==> src/rtl/dcd_scan_ctrl_if.sv <==
// dcd_scan_ctrl_if: request/response and decoder-tree signals of the decision-scan controller.
interface dcd_scan_ctrl_if #(
    parameter int NUM_VARS_OF_BIN = 32,
    parameter int NUM_GROUP       = 8,
    parameter int WIDTH_VAR       = 5,
    parameter int WIDTH_LVL       = 16
);
    localparam int NUM_GRPS  = NUM_VARS_OF_BIN / NUM_GROUP;
    localparam int WIDTH_GRP = (NUM_GRPS > 1) ? $clog2(NUM_GRPS) : 1;

    logic                 start_decision_i;
    logic [WIDTH_LVL-1:0] cur_lvl_i;
    logic [WIDTH_GRP-1:0] group_idx_o;
    logic [1:0]           lock_cnt_o;
    logic [1:0]           lock_cnt_i;
    logic [NUM_GROUP-1:0] index_i;
    logic                 done_decision_o;
    logic                 found_o;
    logic [WIDTH_VAR-1:0] var_idx_o;
    logic [WIDTH_LVL-1:0] dcd_lvl_o;
    logic                 value_o;
    logic                 busy_o;

    modport slave (
        input  start_decision_i, cur_lvl_i, lock_cnt_i, index_i,
        output group_idx_o, lock_cnt_o, done_decision_o, found_o, var_idx_o, dcd_lvl_o, value_o, busy_o
    );

    modport master (
        output start_decision_i, cur_lvl_i, lock_cnt_i, index_i,
        input  group_idx_o, lock_cnt_o, done_decision_o, found_o, var_idx_o, dcd_lvl_o, value_o, busy_o
    );
endinterface

==> src/rtl/dcd_scan_ctrl.sv <==
// dcd_scan_ctrl: walks a bin through the free-variable decoder tree one group per cycle
// and emits the lowest free variable as a decision, or reports the bin fully assigned.
module dcd_scan_ctrl #(
    parameter int NUM_VARS_OF_BIN = 32,
    parameter int NUM_GROUP       = 8,
    parameter int WIDTH_VAR       = 5,
    parameter int WIDTH_LVL       = 16
) (
    input logic            clk,
    input logic            rst,
    dcd_scan_ctrl_if.slave bus
);
    localparam int NUM_GRPS  = NUM_VARS_OF_BIN / NUM_GROUP;
    localparam int WIDTH_GRP = (NUM_GRPS > 1) ? $clog2(NUM_GRPS) : 1;
    localparam int WIDTH_POS = (NUM_GROUP > 1) ? $clog2(NUM_GROUP) : 1;

    typedef enum logic [1:0] {IDLE, SCAN, DONE} state_t;

    state_t               state_q, state_d;
    logic [WIDTH_GRP-1:0] grp_q, grp_d;
    logic [1:0]           lock_q, lock_d;
    logic [WIDTH_LVL-1:0] lvl_q, lvl_d;
    logic [WIDTH_VAR-1:0] var_q, var_d;
    logic [WIDTH_LVL-1:0] dlvl_q, dlvl_d;
    logic                 found_q, found_d;
    logic [WIDTH_POS-1:0] pos;

    // Scanning downward leaves the lowest set bit, so the lowest variable wins.
    always_comb begin
        pos = '0;
        for (int i = NUM_GROUP - 1; i >= 0; i--)
            if (bus.index_i[i]) pos = WIDTH_POS'(i);
    end

    always_comb begin
        state_d = state_q;
        grp_d   = grp_q;
        lock_d  = lock_q;
        lvl_d   = lvl_q;
        var_d   = var_q;
        dlvl_d  = dlvl_q;
        found_d = found_q;
        case (state_q)
            IDLE: if (bus.start_decision_i) begin
                grp_d   = '0;
                lock_d  = '0;
                lvl_d   = bus.cur_lvl_i;
                state_d = SCAN;
            end
            SCAN: if (|bus.index_i) begin
                var_d   = WIDTH_VAR'(grp_q) * WIDTH_VAR'(NUM_GROUP) + WIDTH_VAR'(pos);
                found_d = 1'b1;
                dlvl_d  = lvl_q + WIDTH_LVL'(1);
                state_d = DONE;
            end else if (grp_q == WIDTH_GRP'(NUM_GRPS - 1)) begin
                found_d = 1'b0;
                state_d = DONE;
            end else begin
                grp_d  = grp_q + WIDTH_GRP'(1);
                lock_d = bus.lock_cnt_i;
            end
            default: state_d = IDLE;
        endcase
    end

    always_ff @(posedge clk) begin
        if (rst) begin
            state_q <= IDLE;
            grp_q   <= '0;
            lock_q  <= '0;
            lvl_q   <= '0;
            var_q   <= '0;
            dlvl_q  <= '0;
            found_q <= 1'b0;
        end else begin
            state_q <= state_d;
            grp_q   <= grp_d;
            lock_q  <= lock_d;
            lvl_q   <= lvl_d;
            var_q   <= var_d;
            dlvl_q  <= dlvl_d;
            found_q <= found_d;
        end
    end

    assign bus.group_idx_o     = grp_q;
    assign bus.lock_cnt_o      = lock_q;
    assign bus.done_decision_o = (state_q == DONE);
    assign bus.busy_o          = (state_q != IDLE);
    assign bus.found_o         = found_q;
    assign bus.var_idx_o       = var_q;
    assign bus.dcd_lvl_o       = dlvl_q;
    assign bus.value_o         = 1'b0;
endmodule

==> src/flat_wrapper.sv <==
// flat-port wrapper written by rule: the top's interface ports become plain ports
module dcd_scan_ctrl_flat 
#(
    parameter int NUM_VARS_OF_BIN = 32,
    parameter int NUM_GROUP       = 8,
    parameter int WIDTH_VAR       = 5,
    parameter int WIDTH_LVL       = 16
)
  (clk, rst, bus_start_decision_i, bus_cur_lvl_i, bus_lock_cnt_i, bus_index_i, bus_group_idx_o, bus_lock_cnt_o, bus_done_decision_o, bus_found_o, bus_var_idx_o, bus_dcd_lvl_o, bus_value_o, bus_busy_o);
  dcd_scan_ctrl_if #(.NUM_VARS_OF_BIN(NUM_VARS_OF_BIN), .NUM_GROUP(NUM_GROUP), .WIDTH_VAR(WIDTH_VAR), .WIDTH_LVL(WIDTH_LVL)) bus_i ();
  input logic clk;
  input logic rst;
  input wire logic [$bits(bus_i.start_decision_i)-1:0] bus_start_decision_i;
  input wire logic [$bits(bus_i.cur_lvl_i)-1:0] bus_cur_lvl_i;
  input wire logic [$bits(bus_i.lock_cnt_i)-1:0] bus_lock_cnt_i;
  input wire logic [$bits(bus_i.index_i)-1:0] bus_index_i;
  output wire logic [$bits(bus_i.group_idx_o)-1:0] bus_group_idx_o;
  output wire logic [$bits(bus_i.lock_cnt_o)-1:0] bus_lock_cnt_o;
  output wire logic [$bits(bus_i.done_decision_o)-1:0] bus_done_decision_o;
  output wire logic [$bits(bus_i.found_o)-1:0] bus_found_o;
  output wire logic [$bits(bus_i.var_idx_o)-1:0] bus_var_idx_o;
  output wire logic [$bits(bus_i.dcd_lvl_o)-1:0] bus_dcd_lvl_o;
  output wire logic [$bits(bus_i.value_o)-1:0] bus_value_o;
  output wire logic [$bits(bus_i.busy_o)-1:0] bus_busy_o;
  assign bus_i.start_decision_i = bus_start_decision_i;
  assign bus_i.cur_lvl_i = bus_cur_lvl_i;
  assign bus_i.lock_cnt_i = bus_lock_cnt_i;
  assign bus_i.index_i = bus_index_i;
  assign bus_group_idx_o = bus_i.group_idx_o;
  assign bus_lock_cnt_o = bus_i.lock_cnt_o;
  assign bus_done_decision_o = bus_i.done_decision_o;
  assign bus_found_o = bus_i.found_o;
  assign bus_var_idx_o = bus_i.var_idx_o;
  assign bus_dcd_lvl_o = bus_i.dcd_lvl_o;
  assign bus_value_o = bus_i.value_o;
  assign bus_busy_o = bus_i.busy_o;
  dcd_scan_ctrl #(.NUM_VARS_OF_BIN(NUM_VARS_OF_BIN), .NUM_GROUP(NUM_GROUP), .WIDTH_VAR(WIDTH_VAR), .WIDTH_LVL(WIDTH_LVL)) u_core (.clk(clk), .rst(rst), .bus(bus_i));
endmodule
==> config.mk <==
export PLATFORM = sky130hd
export DESIGN_NAME = dcd_scan_ctrl_flat
export DESIGN_NICKNAME = d
export VERILOG_FILES = /design/src/rtl/dcd_scan_ctrl_if.sv /design/src/rtl/dcd_scan_ctrl.sv /design/src/flat_wrapper.sv
export SDC_FILE = /design/constraint.sdc
export NUM_CORES = 1
export LEC_CHECK = 0
export CAP_MARGIN = 5
export CORE_AREA = 2 2 86 88
export DETAILED_ROUTE_END_ITERATION = 7
export DIE_AREA = 0 0 88 90
export PLACE_DENSITY = 0.51
export SKIP_CTS_REPAIR_TIMING = 1
export SYNTH_ARGS = -nofsm -noshare
export SYNTH_HDL_FRONTEND = slang
export SYNTH_SLANG_ARGS = --single-unit
==> constraint.sdc <==
create_clock -name clk -period 1.8 [get_ports clk]
set_input_delay 0.36 -clock clk [delete_from_list [all_inputs] [get_ports clk]]
set_output_delay 0.36 -clock clk [all_outputs]
set_load 0.005 [all_outputs]
* Yosys cells after proc, flatten, opt, wreduce, memory -nomap -nowiden *
Cells that the tools add are included.

word-level totals
  output and inout port bits = 29
  register bits after elaboration = 44
  input port bits = 29
  word-level logic and storage cells = 48

operators by class
  add/subtract/negate cells = 3
  multiplexer cells = 21
  reductions and logical operators = 10
  eq/ne operators = 7

operators with widths
  kind                     count
  $mux W3                  8
  $add A16 B1 Y16 const B  1
  $mux W2                  8
  $pmux W2 S2              3
  $reduce_and A2 Y1        4
  $reduce_or A8 Y1         1
  $ne A2 B2 Y1 const B     3
  $reduce_bool A2 Y1       3
  $add A5 B3 Y5            1
  $eq A2 B2 Y1 const B     2
  $reduce_and A4 Y1        1
  $ne A3 B1 Y1 const B     1
  $add A2 B1 Y2 const B    1
  $eq A2 B1 Y1 const B     1
  $logic_not A2 Y1         1
  $mux W1                  2

* Longest topological paths before layout *
  depth after elaboration = 9
  depth in mapped cells = 6
  depth with buffers taken out = 5

* Worst setup path after synthesis *
No wires, ideal clock.

  kind = input-to-reg
  from = in bus_index_i[0]
  to = reg u_core.grp_q[0] (netlist: u_core.bus.group_idx_o[0])
  arrival = 1.660 ns
  required time = 1.676 ns
  buffers on the path = 1
  cell stages on the path = 5
  library setup time = 0.124 ns
  setup slack = 0.015 ns
  cell sequence = or4_4 > or4_1 > buf_2 > nand4_1 > o31ai_2

between the ends
  word-level cells in the longest chain between the ends = 3

ends and longest elaborated chain
  what                                line                 source
  start, declared                     flat_wrapper.sv:16   input wire logic [$bits(bus_i.index_i)-1:0] bus_index_i;
  $reduce_or A8 Y1                    dcd_scan_ctrl.sv:50  SCAN: if (|bus.index_i) begin
  $ne A2 B2 Y1 (no source line)       -
  $reduce_and A4 Y1 (no source line)  -
  end signal, assigned                dcd_scan_ctrl.sv:77  grp_q <= grp_d;
  end, declared                       dcd_scan_ctrl.sv:20  logic [WIDTH_GRP-1:0] grp_q, grp_d;

No other way between the ends.
A chain may end at the register's enable or synchronous reset.

* Final worst setup path *
  from = in bus_index_i[2]
  to = reg u_core.grp_q[0] (netlist: u_core.bus.group_idx_o[0])

Same word-level chain as after synthesis.

==> flow_metrics.py <==
metrics = {
    "outcome": {
        "status": "complete, no violations",
    },
    "cts": {
        "clock-root-buffer": "clkbuf_8",
        "numCtsBuffers": 5,
        "clockBufferDepth": 2,
        "clock_latency_ns": 0.30,
        "htree_levels": 2,
        "cts_tree": "yes",
        "path_clk_slew_ns": 0.09,
        "clock-sinks": 44,
    },
    "floorplanning": {
        "dieArea_um2": 7920,
        "start_util_pct": 26.93,
        "die_w_um": 88,
        "fp.dieH_um": 90,
        "rows": 31,
        "io_pins": 58,
        "core_area_um2": 7020,
    },
    "critical_path": {
        "worst_setup_path_end_kind": "flop",
        "cp.arrival_ns": 1.95,
        "crit_type": "input port to flop",
        "cp-start-kind": "input port",
        "crit_required_ns": 2.00,
        "cp_max_fo": 6,
        "reg2reg_slack_ns": 0.18,
    },
    "sta": {
        "slew_violations": 0,
        "setup_slack_ns": 0.04589,
        "fmax_mhz": 570.1,
        "finalCritPeriodShare_pct": 97.45,
        "min_period_ns": 1.754,
        "setup_viol": 0,
        "final-hold-violation-count": 0,
        "finalClockSkew_ns": 0.007027,
        "hold-worst-slack_ns": 0.4575,
        "rsz0062_at_grt": "true",
    },
    "logic_synthesis": {
        "synth_area_um2": 1891,
        "syn_area_per_cell_um2": 7.977,
        "synth_area_leader_cell": "dfxtp_1",
        "post_synth_inst_count": 237,
        "yosysWarnings": 0,
        "synth_seq_cells": 44,
        "synth_area_leaders": "dfxtp_1 (47%), nand2_1 (9.5%), a21oi_1 (7.9%)",
        "post_synth_num_cell_types": 29,
        "ys_seq_area_share_pct": 46.59,
        "synth_top_area_share_pct": 46.59,
        "synth_nets": 268,
    },
    "drt": {
        "drc": 0,
        "via_per_inst": 4.310,
        "wl_per_cell_um": 11.39,
        "vias": 1780,
        "drt_iter0_markers": 73,
        "wirelength_mm": 4.706,
        "drtPass1Iterations": 4,
        "ant_nets": 0,
    },
    "grt": {
        "grt_max_degree": 34,
        "antenna_found_initial": 0,
        "overflow": 0,
        "grt_pass1_vias": 1682,
        "track_usage_pct": 12.50,
        "grt_pass1_wl_mm": 7.928,
    },
    "power": {
        "p_per_area_nw_per_um2": 741.3,
        "vdd_drop_max_mv": 0.2567,
        "p_leak_nw": 1.054,
    },
    "placement": {
        "post-place-ws_ns": -0.5028,
        "dp_cells": 405,
        "port_buffers": 56,
        "gp_congestion": 0.7439,
        "place_hpwl_mm": 3.661,
    },
    "finish": {
        "syn2layout_area_growth_pct": 55.20,
        "final_cells": 413,
        "final_nets": 344,
        "diodes": 0,
        "layout-drive-gt1-share_pct": 14.01,
    },
    "flow_run": {
        "cap_violations": 0,
    },
    "hold_path": {
        "min_path_type": "flop to flop",
    },
}
[logic make-up (layout without fill, tap and decap cells)]
| kind of cell | Yosys count | in the layout | synth area share (%) |
|---|---|---|---|
| xor gates and xnor gates | 13 | 13 | 6.023 |
| adders and majority gates | 2 | 2 | 1.323 |
| AOI/OAI and AO/OA | 51 | 51 | 16.61 |
| and+or+nand+nor | 106 | 106 | 25.02 |
| buffers and inverters | 20 | 97 | 4.235 |
| other | 1 | 1 | 0.1984 |
| DFF | 44 | 44 | 46.59 |
[state kept, by name (all words and copies together) (netlist names)]
| name | count |
|---|---|
| u_core.bus.found_o | 1 |
| u_core.bus.lock_cnt_o | 2 |
| u_core.bus.var_idx_o | 5 |
| u_core.bus.group_idx_o | 2 |
| u_core.lvl_q | 16 |
| u_core.bus.dcd_lvl_o | 16 |
| u_core.state_q | 2 |
[synth_stat cells]
cell,n
xor2_1,1
inv_1,6
or4_4,1
or4_1,2
o21ai_1,1
nor4b_1,1
dfxtp_1,44
buf_4,1
buf_2,1
nor3_1,6
a211oi_1,15
o31ai_2,1
nor2b_1,3
conb_1,1
nand2b_1,1
nor4_1,6
ha_1,2
o311ai_0,1
clkbuf_1,12
nand3_1,8
a32o_1,1
o21ai_0,1
and2_1,1
nand2_1,48
a21oi_1,30
xnor2_1,12
a41o_1,1
nand4_1,4
nor2_1,25
[path summary, 6_finish.rpt]
kind / endpoint / depth (start not counted) / startpoint
worst max-delay path: u_core.bus.group_idx_o[0] / 5 / bus_index_i[2]
worst min-delay path: u_core.bus.var_idx_o[4] / 2 / u_core.bus.var_idx_o[4]
worst max register to register: u_core.bus.dcd_lvl_o[15] / 4 / u_core.lvl_q[4]
worst min register to register: u_core.bus.var_idx_o[4] / 2 / u_core.bus.var_idx_o[4]
[cell type report]
class | instances | area (um^2)
inverters | 6 | 22.52
multi-input cells | 173 | 978.4
clock buffers | 5 | 68.82
repair buffers | 83 | 817.0
flip-flops and latches | 44 | 880.8
well taps | 99 | 123.9
clock inverters | 3 | 42.54
fillers | 723 | 4086
[placed cells by master, fill, tap and decap left out, types with 2 or more instances in the layout]
cell / n
nor3_1: 6
nor2_1: 25
nor4_1: 4
buf_12: 3
a211oi_1: 15
nand2_1: 48
xnor2_1: 12
dfxtp_1: 44
ha_1: 2
clkbuf_8: 5
a21oi_1: 29
or4_4: 3
nor2b_1: 3
nand4_1: 4
clkdlybuf4s50_1: 51
inv_1: 6
dlymetal6s2s_1: 5
buf_4: 23
nand3_1: 7
[power by group]
group	switching (W)	leakage [nW]	total, W	internal [W]
combinational	0.000150	0.640	0.000356	0.000206
sequential	0.0000401	0.360	0.00107	0.00103
clock	0.000342	0.0541	0.000753	0.000411
total	0.000532	1.05	0.00218	0.00164
[metrics by stage]
stage | util, % | TNS [ns] | power [W] | cell area, um^2
final | 41.79 | 0 | 0.002175 | 2934
after global routing | 41.79 | -0.001249 | 0.002282 | 2934
after CTS | 40.92 | -0.9043 | 0.002199 | 2873
after detailed placement | 39.33 | -6.335 | 0.001445 | 2761
after global placement | 39.33 | -6.383 | 0.001442 | 2761
after floorplan | - | 0 | 0.001229 | 1891
[critical path: stages]
cell and delay (ns):
clkdlybuf4s50_1 0.42, or4_4 0.50, or4_4 0.49, nand4_1 0.11
o31ai_2 0.07
[metal layers]
layer,wire length (um),global-route usage (%)
met3,177,2.479
met5,0,0
met1,2424,18.64
met4,65,4.231
met2,2039,17.74
No activity file was read; power rests on OpenSTA's default activity.
